### src/rtl/bus_master_arbiter_if.sv
// Bus-sharing handshake between bus_master_arbiter, the 68000 BR/BG/BGACK/AS pins and the secondary masters.
// The master modport is the arbiter's view; slave is the CPU/requester side.
interface bus_master_arbiter_if #(
    parameter int unsigned NUM_REQ = 2
);
    logic [NUM_REQ-1:0] REQ_IN;
    logic [NUM_REQ-1:0] DONE_IN;
    logic               BG_IN;
    logic               AS_IN;
    logic               BR;
    logic               BGACK;
    logic [NUM_REQ-1:0] GNT;
    logic               TIMEOUT;

    modport master (
        input  REQ_IN, DONE_IN, BG_IN, AS_IN,
        output BR, BGACK, GNT, TIMEOUT
    );

    modport slave (
        output REQ_IN, DONE_IN, BG_IN, AS_IN,
        input  BR, BGACK, GNT, TIMEOUT
    );
endinterface

### src/rtl/bus_master_arbiter.sv
// Round-robin 68000 BR/BG/BGACK arbiter sharing the local bus between the CPU and NUM_REQ secondary masters.
// Define BUS_ARB_TIMEOUT_EN to cap each tenure at MAX_HOLD cycles and pulse TIMEOUT when the cap ends it.
module bus_master_arbiter #(
    parameter int unsigned NUM_REQ  = 2,
    parameter int unsigned MAX_HOLD = 64
) (
    input  logic                 CPUCLK_IN,
    input  logic                 RESET_IN,
    bus_master_arbiter_if.master bus
);
    localparam int unsigned IDX_W = $clog2(NUM_REQ);

    generate
        if (NUM_REQ < 2 || NUM_REQ > 8) begin : g_bad_num_req
            $error("bus_master_arbiter: NUM_REQ must be 2..8");
        end
        if (MAX_HOLD < 2) begin : g_bad_max_hold
            $error("bus_master_arbiter: MAX_HOLD must be >= 2");
        end
    endgenerate

    typedef enum logic [1:0] {
        IDLE,
        REQUEST,
        OWN,
        RELEASE
    } state_t;

    state_t             state_q, state_d;
    logic               br_q, br_d;
    logic               bgack_q, bgack_d;
    logic               timeout_q, timeout_d;
    logic [NUM_REQ-1:0] gnt_q, gnt_d;
    logic [IDX_W-1:0]   rr_q, rr_d;
    logic [IDX_W-1:0]   owner_q, owner_d;
    logic [IDX_W-1:0]   winner;
    logic               owner_end;
    logic               hold_expired;

`ifdef BUS_ARB_TIMEOUT_EN
    localparam int unsigned CNT_W = $clog2(MAX_HOLD);
    logic [CNT_W-1:0] hold_q, hold_d;

    assign hold_expired = (hold_q == CNT_W'(MAX_HOLD - 1));
`else
    assign hold_expired = 1'b0;
`endif

    // First requester at or above the rr pointer, wrapping to 0.
    always_comb begin
        int unsigned      idx;
        logic             found;
        logic [IDX_W-1:0] sel;
        idx    = 0;
        found  = 1'b0;
        sel    = '0;
        winner = rr_q;
        for (int unsigned i = 0; i < NUM_REQ; i++) begin
            idx = 32'(rr_q) + i;
            if (idx >= NUM_REQ) begin
                idx = idx - NUM_REQ;
            end
            sel = IDX_W'(idx);
            if (!found && bus.REQ_IN[sel]) begin
                found  = 1'b1;
                winner = sel;
            end
        end
    end

    assign owner_end = bus.DONE_IN[owner_q] || !bus.REQ_IN[owner_q];

    always_comb begin
        state_d   = state_q;
        br_d      = 1'b0;
        bgack_d   = 1'b0;
        gnt_d     = '0;
        timeout_d = 1'b0;
        rr_d      = rr_q;
        owner_d   = owner_q;
`ifdef BUS_ARB_TIMEOUT_EN
        hold_d    = hold_q;
`endif
        case (state_q)
            IDLE: begin
                if (|bus.REQ_IN) begin
                    state_d = REQUEST;
                    br_d    = 1'b1;
                end
            end
            REQUEST: begin
                if (!(|bus.REQ_IN)) begin
                    state_d = IDLE;
                end else if (bus.BG_IN && !bus.AS_IN) begin
                    state_d = OWN;
                    bgack_d = 1'b1;
                    gnt_d   = NUM_REQ'(1) << winner;
                    owner_d = winner;
`ifdef BUS_ARB_TIMEOUT_EN
                    hold_d  = '0;
`endif
                end else begin
                    br_d = 1'b1;
                end
            end
            OWN: begin
                bgack_d = 1'b1;
                if (owner_end || hold_expired) begin
                    // A normal end on the expiry cycle takes precedence over the timeout report.
                    state_d   = RELEASE;
                    timeout_d = hold_expired && !owner_end;
                end else begin
                    gnt_d = gnt_q;
`ifdef BUS_ARB_TIMEOUT_EN
                    hold_d = hold_q + 1'b1;
`endif
                end
            end
            RELEASE: begin
                state_d = IDLE;
                rr_d    = (owner_q == IDX_W'(NUM_REQ - 1)) ? '0 : owner_q + 1'b1;
            end
            default: begin
                state_d = IDLE;
            end
        endcase
    end

    always_ff @(posedge CPUCLK_IN) begin
        if (RESET_IN) begin
            state_q   <= IDLE;
            br_q      <= 1'b0;
            bgack_q   <= 1'b0;
            gnt_q     <= '0;
            timeout_q <= 1'b0;
            rr_q      <= '0;
            owner_q   <= '0;
        end else begin
            state_q   <= state_d;
            br_q      <= br_d;
            bgack_q   <= bgack_d;
            gnt_q     <= gnt_d;
            timeout_q <= timeout_d;
            rr_q      <= rr_d;
            owner_q   <= owner_d;
        end
    end

`ifdef BUS_ARB_TIMEOUT_EN
    always_ff @(posedge CPUCLK_IN) begin
        if (RESET_IN) begin
            hold_q <= '0;
        end else begin
            hold_q <= hold_d;
        end
    end
`endif

    assign bus.BR      = br_q;
    assign bus.BGACK   = bgack_q;
    assign bus.GNT     = gnt_q;
    assign bus.TIMEOUT = timeout_q;
endmodule

### src/flat_wrapper.sv
// flat-port wrapper written by rule: the top's interface ports become plain ports
module bus_master_arbiter_flat 
#(
    parameter int unsigned NUM_REQ  = 2,
    parameter int unsigned MAX_HOLD = 64
)
  (CPUCLK_IN, RESET_IN, bus_REQ_IN, bus_DONE_IN, bus_BG_IN, bus_AS_IN, bus_BR, bus_BGACK, bus_GNT, bus_TIMEOUT);
  bus_master_arbiter_if #(.NUM_REQ(NUM_REQ)) bus_i ();
  input  logic CPUCLK_IN;
  input  logic RESET_IN;
  input wire logic [$bits(bus_i.REQ_IN)-1:0] bus_REQ_IN;
  input wire logic [$bits(bus_i.DONE_IN)-1:0] bus_DONE_IN;
  input wire logic [$bits(bus_i.BG_IN)-1:0] bus_BG_IN;
  input wire logic [$bits(bus_i.AS_IN)-1:0] bus_AS_IN;
  output wire logic [$bits(bus_i.BR)-1:0] bus_BR;
  output wire logic [$bits(bus_i.BGACK)-1:0] bus_BGACK;
  output wire logic [$bits(bus_i.GNT)-1:0] bus_GNT;
  output wire logic [$bits(bus_i.TIMEOUT)-1:0] bus_TIMEOUT;
  assign bus_i.REQ_IN = bus_REQ_IN;
  assign bus_i.DONE_IN = bus_DONE_IN;
  assign bus_i.BG_IN = bus_BG_IN;
  assign bus_i.AS_IN = bus_AS_IN;
  assign bus_BR = bus_i.BR;
  assign bus_BGACK = bus_i.BGACK;
  assign bus_GNT = bus_i.GNT;
  assign bus_TIMEOUT = bus_i.TIMEOUT;
  bus_master_arbiter #(.NUM_REQ(NUM_REQ), .MAX_HOLD(MAX_HOLD)) u_core (.CPUCLK_IN(CPUCLK_IN), .RESET_IN(RESET_IN), .bus(bus_i));
endmodule
### config.mk
export PLATFORM = sky130hd
export DESIGN_NAME = bus_master_arbiter_flat
export DESIGN_NICKNAME = d
export VERILOG_FILES = /design/src/rtl/bus_master_arbiter_if.sv /design/src/rtl/bus_master_arbiter.sv /design/src/flat_wrapper.sv
export SDC_FILE = /design/constraint.sdc
export NUM_CORES = 1
export LEC_CHECK = 0
export CAP_MARGIN = 30
export CORE_AREA = 3 3 40 42
export CTS_BUF_LIST = sky130_fd_sc_hd__clkbuf_4
export DETAILED_ROUTE_END_ITERATION = 7
export DIE_AREA = 0 0 43 45
export GPL_TIMING_DRIVEN = 0
export SLEW_MARGIN = 5
export SYNTH_ARGS = -nofsm -noshare
export SYNTH_HDL_FRONTEND = slang
export SYNTH_SLANG_ARGS = --single-unit
### constraint.sdc
create_clock -name CPUCLK_IN -period 2.5 [get_ports CPUCLK_IN]
set_input_delay 0.5 -clock CPUCLK_IN [delete_from_list [all_inputs] [get_ports CPUCLK_IN]]
set_output_delay 0.5 -clock CPUCLK_IN [all_outputs]
set_load 0.03 [all_outputs]
==> results of run 1 <==
-- synthesized netlist by cell type (all sizes together) --
master and instances:
a211oi 2, a21oi 4, a311oi 1, a31oi 1
a41o 1, and3 2, and3b 2, buf 1
clkbuf 1, conb 1, dfxtp 8, ha 5
inv 2, mux2i 2, nand2 2, nand2b 2
nor2 6, nor3 1, nor3b 4, o21ai 1
or2 1
-- routing by layer --
metal,GRT usage [%],up-vias
li1,-,205
met1,13.3,169
met2,15.9,13
met3,3.59,4
met4,10.8,0
met5,0,-
-- path summary, 6_finish.rpt --
check / from / end / slack (ns) / depth (start not counted)
worst max-delay path: u_core.bus.GNT[1] / bus_GNT[1] / 0.75 / 1
worst min-delay path: u_core.bus.GNT[1] / u_core.bus.GNT[1] / 0.50 / 2
worst max register to register: u_core.state_q[0] / register / 0.90 / 6
worst min register to register: u_core.bus.GNT[1] / u_core.bus.GNT[1] / 0.50 / 2
-- where the power goes --
group          total [uW]  switching (uW)  internal [uW]
Sequential            147            9.10            138
Combinational        98.6            51.0           47.6
Clock                99.0            44.1           54.9
-- cell families (layout without fill, tap and decap cells) --
| logic type | count (synthesis) | after routing |
|---|---|---|
| fa+ha+maj | 5 | 5 |
| buf+inv | 4 | 17 |
| mux | 2 | 2 |
| simple gates | 20 | 20 |
| compound gates | 10 | 10 |
| other cells | 1 | 1 |
| flops | 8 | 8 |
-- layout make-up --
class                           instances  share of cell area (%)
Timing Repair Buffer                   10                    16.0
Buffer                                  2                    1.80
Clock buffer                            3                    3.61
Multi-Input combinational cell         38                    48.7
Sequential cell                         8                    25.7
Inverter                                2                    1.20
Tap cell                               15                    3.01
-- per-stage QoR --
stage	hold WS [ns]	utilization (%)	cell area, um2	power, uW	std cells
4_1_cts	0.507	48.6	624	350	78
5_1_grt	0.546	48.6	624	366	78
2_1_floorplan	0.474	-	483	218	50
3_5_place_dp	0.484	46.8	602	248	75
3_3_place_gp	0.481	46.8	602	247	75
6_report	0.504	48.6	624	344	78
-- cell usage in the layout (no fill, tap or decap), drive strengths merged --
cell type      instances
a31oi                  1
conb                   1
nand2                  2
clkbuf                 4
and3                   2
a211oi                 2
a311oi                 1
nor3                   1
a21oi                  4
a41o                   1
o21ai                  1
clkdlybuf4s50         10
or2                    1
inv                    2
dfxtp                  8
and3b                  2
buf                    1
nand2b                 2
mux2i                  2
nor2                   6
nor3b                  4
ha                     5
==> flow_metrics.env, run 1 <==
export IMPL_outcome="complete, no violations"
export IMPL_grt_first_pass_wirelength_mm=1.52
export IMPL_skew_ns=0.000241
export IMPL_n_antenna_cell=0
export IMPL_period_needed_ns=1.75
export IMPL_ant_nets=0
export IMPL_cp_required_ns=2.00
export IMPL_crit_family="buffers and inverters"
export IMPL_wl_met2_um=357
export IMPL_yosysUniqueCellTypes=24
export IMPL_top_layer="met4"
export IMPL_initial_core_util_pct=37.6
export IMPL_holdBufCountCts=0
export IMPL_timing_final_hold_violations=0
export IMPL_first_pass_iters=3
export IMPL_critPathBufInv=1
export IMPL_power_density_nw_per_um2=551
export IMPL_post_route_period_util_pct=69.9
export IMPL_multiInputGateArea_um2=304
export IMPL_synth_top_family_by_area="simple AND/OR/NAND/NOR gates"
export IMPL_postSynthCellCount=50
export IMPL_seq_area_um2=160
export IMPL_path_max_fanout=2
export IMPL_yosys_area_share_xor_xnor_pct=0
export IMPL_worstSetupPathType="register to primary output"
export IMPL_insertion_delay_ns=0.25
export IMPL_grt_usage_pct=11.3
export IMPL_pin_count=13
export IMPL_drive_gt1_share_pct=15.9
export IMPL_drv_slew=0
export IMPL_yosysTopAreaCell="dfxtp_1"
export IMPL_ir_drop_mv=0.294
export IMPL_cts_root_buf="clkbuf_4"
export IMPL_clk_pin_slew_ns=0.05
export IMPL_met1Wirelength_um=450
export IMPL_worst_ep_arrival_time_ns=1.25
export IMPL_gp_congestion=0.745
export IMPL_critPathSlowestCell="clkdlybuf4s50_1"
export IMPL_core_area_um2=1280
export IMPL_dp_hpwl_um=683
export IMPL_wire_per_inst_um=11.5
export IMPL_die_w_um=43
export IMPL_cp_end_kind="primary output"
export IMPL_grt_setup_unrepaired="no"
export IMPL_synth_seq_cells=8
export IMPL_fin_nets=78
export IMPL_syn_area_um2=483
export IMPL_fillerInstances=129
export IMPL_p_leak_uw=0.000266
export IMPL_dp_slack_ns=0.506
export IMPL_hp_class="register to register"
export IMPL_clock_sinks=8
export IMPL_rows=13
export IMPL_antenna_found_initial=0
export IMPL_wirelength_um=898
export IMPL_synth_adder_area_share_pct=13.0
export IMPL_dieHeight_um=45
export IMPL_synthSimpleGateAreaFrac_pct=25.4
export IMPL_setup_slack_ns=0.752
export IMPL_drt_iter0_drc=17
export IMPL_viasPerCell=5.01
export IMPL_overflow=0
export IMPL_drv_cap=0
export IMPL_fmaxAchievable_ghz=0.572
export IMPL_synth_nets=63
export IMPL_numCtsBuffers=3
export IMPL_portBuffers=10
export IMPL_clockBufferDepth=2
export IMPL_cts_setup_buffers=0
export IMPL_path_cells="clkdlybuf4s50_1"
export IMPL_grt_pass1_vias=359
export IMPL_start_kind="register"
export IMPL_die_area_um2=1940
export IMPL_cp_slowest_stage_delay_ns=0.67
export IMPL_syn_area_per_cell_um2=9.66
export IMPL_route_vias_total=391
export IMPL_synth_compound_area_share_pct=19.7
export IMPL_syn_to_final_growth_pct=29.3
export IMPL_met3_wirelength_um=68
export IMPL_yosysWarningCount=0
export IMPL_cts_resized=0
export IMPL_tns_ns=0
export IMPL_cts_max_level=1
export IMPL_muxShareOfSynthArea_pct=4.15
export IMPL_setup_violations=0
export IMPL_ys_seq_area_share_pct=33.2
export IMPL_grt_max_degree=10
export IMPL_cts_tree="done"
export IMPL_ys_top_cells_by_area="dfxtp_1 (33%), ha_1 (13%), nor2_1 (4.7%)"
export IMPL_drc=0
export IMPL_yosys_area_top_type_share_pct=33.2
No activity file was read; power rests on OpenSTA's default activity.
==> inputs of run 2 (changes only) <==
--- a/config.mk
+++ b/config.mk
@@ -11,6 +11,7 @@
 export DETAILED_ROUTE_END_ITERATION = 7
 export DIE_AREA = 0 0 43 45
 export GPL_TIMING_DRIVEN = 0
+export PLACE_DENSITY = 0.65
 export SLEW_MARGIN = 5
 export SYNTH_ARGS = -nofsm -noshare
 export SYNTH_HDL_FRONTEND = slang
==> constraint.sdc (replaced) <==
create_clock -name CPUCLK_IN -period 1.46 [get_ports CPUCLK_IN]
set_input_delay 0.292 -clock CPUCLK_IN [delete_from_list [all_inputs] [get_ports CPUCLK_IN]]
set_output_delay 0.292 -clock CPUCLK_IN [all_outputs]
set_load 0.03 [all_outputs]
==> flow_metrics.env, run 2 (synthesized netlist as in run 1, its figures left out) <==
export IMPL_pin_count=13
export IMPL_setup_slack_ns=0.0358
export IMPL_gp_congestion=0.808
export IMPL_fmaxAchievable_ghz=0.702
export IMPL_antenna_found_initial=0
export IMPL_drive_gt1_share_pct=30.8
export IMPL_wire_per_inst_um=13.5
export IMPL_post_route_period_util_pct=97.5
export IMPL_path_max_fanout=6
export IMPL_clk_pin_slew_ns=0.06
export IMPL_syn_to_final_growth_pct=41.5
export IMPL_grt_max_degree=10
export IMPL_cts_root_buf="clkbuf_4"
export IMPL_drv_slew=0
export IMPL_cts_max_level=1
export IMPL_die_w_um=43
export IMPL_insertion_delay_ns=0.26
export IMPL_cp_required_ns=1.60
export IMPL_start_kind="register"
export IMPL_outcome="complete, no violations"
export IMPL_hold_ws_ns=0.419
export IMPL_viasPerCell=5.01
export IMPL_finalNonFillerCells=80
export IMPL_drc=0
export IMPL_grt_first_pass_wirelength_mm=1.42
export IMPL_worst_ep_arrival_time_ns=1.56
export IMPL_wirelength_mm=1.08
export IMPL_fin_nets=80
export IMPL_period_needed_ns=1.42
export IMPL_cts_tree="done"
export IMPL_r2r_setup_slack_ns=0.04
export IMPL_first_pass_iters=3
export IMPL_drt_iter0_drc=3
export IMPL_ir_drop_mv=0.488
export IMPL_grt_usage_pct=11.3
export IMPL_portBuffers=10
export IMPL_timing_final_hold_violations=0
export IMPL_die_area_um2=1940
export IMPL_holdBufCountCts=0
export IMPL_clockBufferDepth=2
export IMPL_drv_cap=0
export IMPL_power_total_uw=653
export IMPL_most_common_layout_cells="nor2_1 (6), dfxtp_1 (6), clkdlybuf4s50_1 (4), dlygate4sd2_1 (4)"
export IMPL_ant_nets=0
export IMPL_worstSetupPathType="register to register"
export IMPL_power_density_nw_per_um2=956
export IMPL_clock_sinks=8
export IMPL_initial_core_util_pct=37.6
export IMPL_numCtsBuffers=3
export IMPL_dp_slack_ns=-0.328
export IMPL_hp_class="input pin to register"
export IMPL_p_leak_uw=0.000319
export IMPL_skew_ns=0.0104
export IMPL_dieHeight_um=45
export IMPL_placedCellCount=75
export IMPL_grt_pass1_vias=325
export IMPL_route_vias_total=401
export IMPL_cp_end_kind="register"
export IMPL_postLayoutCoreUtil_pct=53.2
export IMPL_rows=13
export IMPL_setup_violations=0
export IMPL_n_antenna_cell=0
export IMPL_core_area_um2=1280
export IMPL_overflow=0
run 2: cell count changes in the layout (fill, tap and decap cells not counted), sizes merged:
cell | before | now
dlymetal6s2s | 0 | 2
clkdlybuf4s50 | 10 | 4
buf | 1 | 3
dlygate4sd2 | 0 | 4
run 2: path summary, 6_finish.rpt:
kind / start / to / depth (start not counted)
max reg2reg: u_core.state_q[0] / register / 6
max: u_core.state_q[0] / register / 6
min: RESET_IN / u_core.bus.GNT[0] / 2
min reg2reg: u_core.bus.GNT[1] / u_core.bus.GNT[1] / 2
run 2: cell type report:
class / instances / area, um2
Buffer: 2 / 11.3
Clock buffer: 3 / 22.5
Fill cell: 118 / 602
Inverter: 2 / 10.0
Multi-Input combinational cell: 38 / 337
Sequential cell: 8 / 165
Tap cell: 15 / 18.8
Timing Repair Buffer: 12 / 119
run 2: routing by layer:
metal	global-route usage, %	wire length, um	up-vias
li1	-	-	207
met1	13.6	485	178
met2	13.8	484	12
met3	7.17	81	4
met4	9.04	28	0
met5	0	0	-
run 2: critical path, stage by stage (launching register included):
cell and delay [ns]:
dfxtp_4 0.39, inv_4 0.06, ha_4 0.15, nor3b_4 0.15, a31oi_4 0.20, a311oi_2 0.12, a41o_1 0.23
run 2: metrics by stage:
step	TNS (ns)	instance area, um2
detailed placement	-1.01	602
global placement	-0.967	602
global route	-0.00810	683
CTS	-0.0724	623
finish	0	683
floorplan	0	483
run 2: report_power, final:
part	total [uW]	internal (uW)	leakage (uW)	switching [uW]
clock	175	94.4	0.0000138	80.5
combinational	218	111	0.000239	107
sequential	260	239	0.0000662	20.6
run 2: repair_timing:
item,in CTS,in global routing
buffers inserted,0,2
pin swaps,0,2
gates resized for setup,6,13
setup endpoints to repair,7,5
==> inputs of run 3 (changes only) <==
--- a/config.mk
+++ b/config.mk
@@ -11,8 +11,9 @@
 export DETAILED_ROUTE_END_ITERATION = 7
 export DIE_AREA = 0 0 43 45
 export GPL_TIMING_DRIVEN = 0
+export HOLD_SLACK_MARGIN = 0.02
 export PLACE_DENSITY = 0.65
-export SLEW_MARGIN = 5
+export SLEW_MARGIN = 15
 export SYNTH_ARGS = -nofsm -noshare
 export SYNTH_HDL_FRONTEND = slang
 export SYNTH_SLANG_ARGS = --single-unit
==> results of run 3 <==
Same layout as run 2: the final DEF is identical, and so are final timing and power.
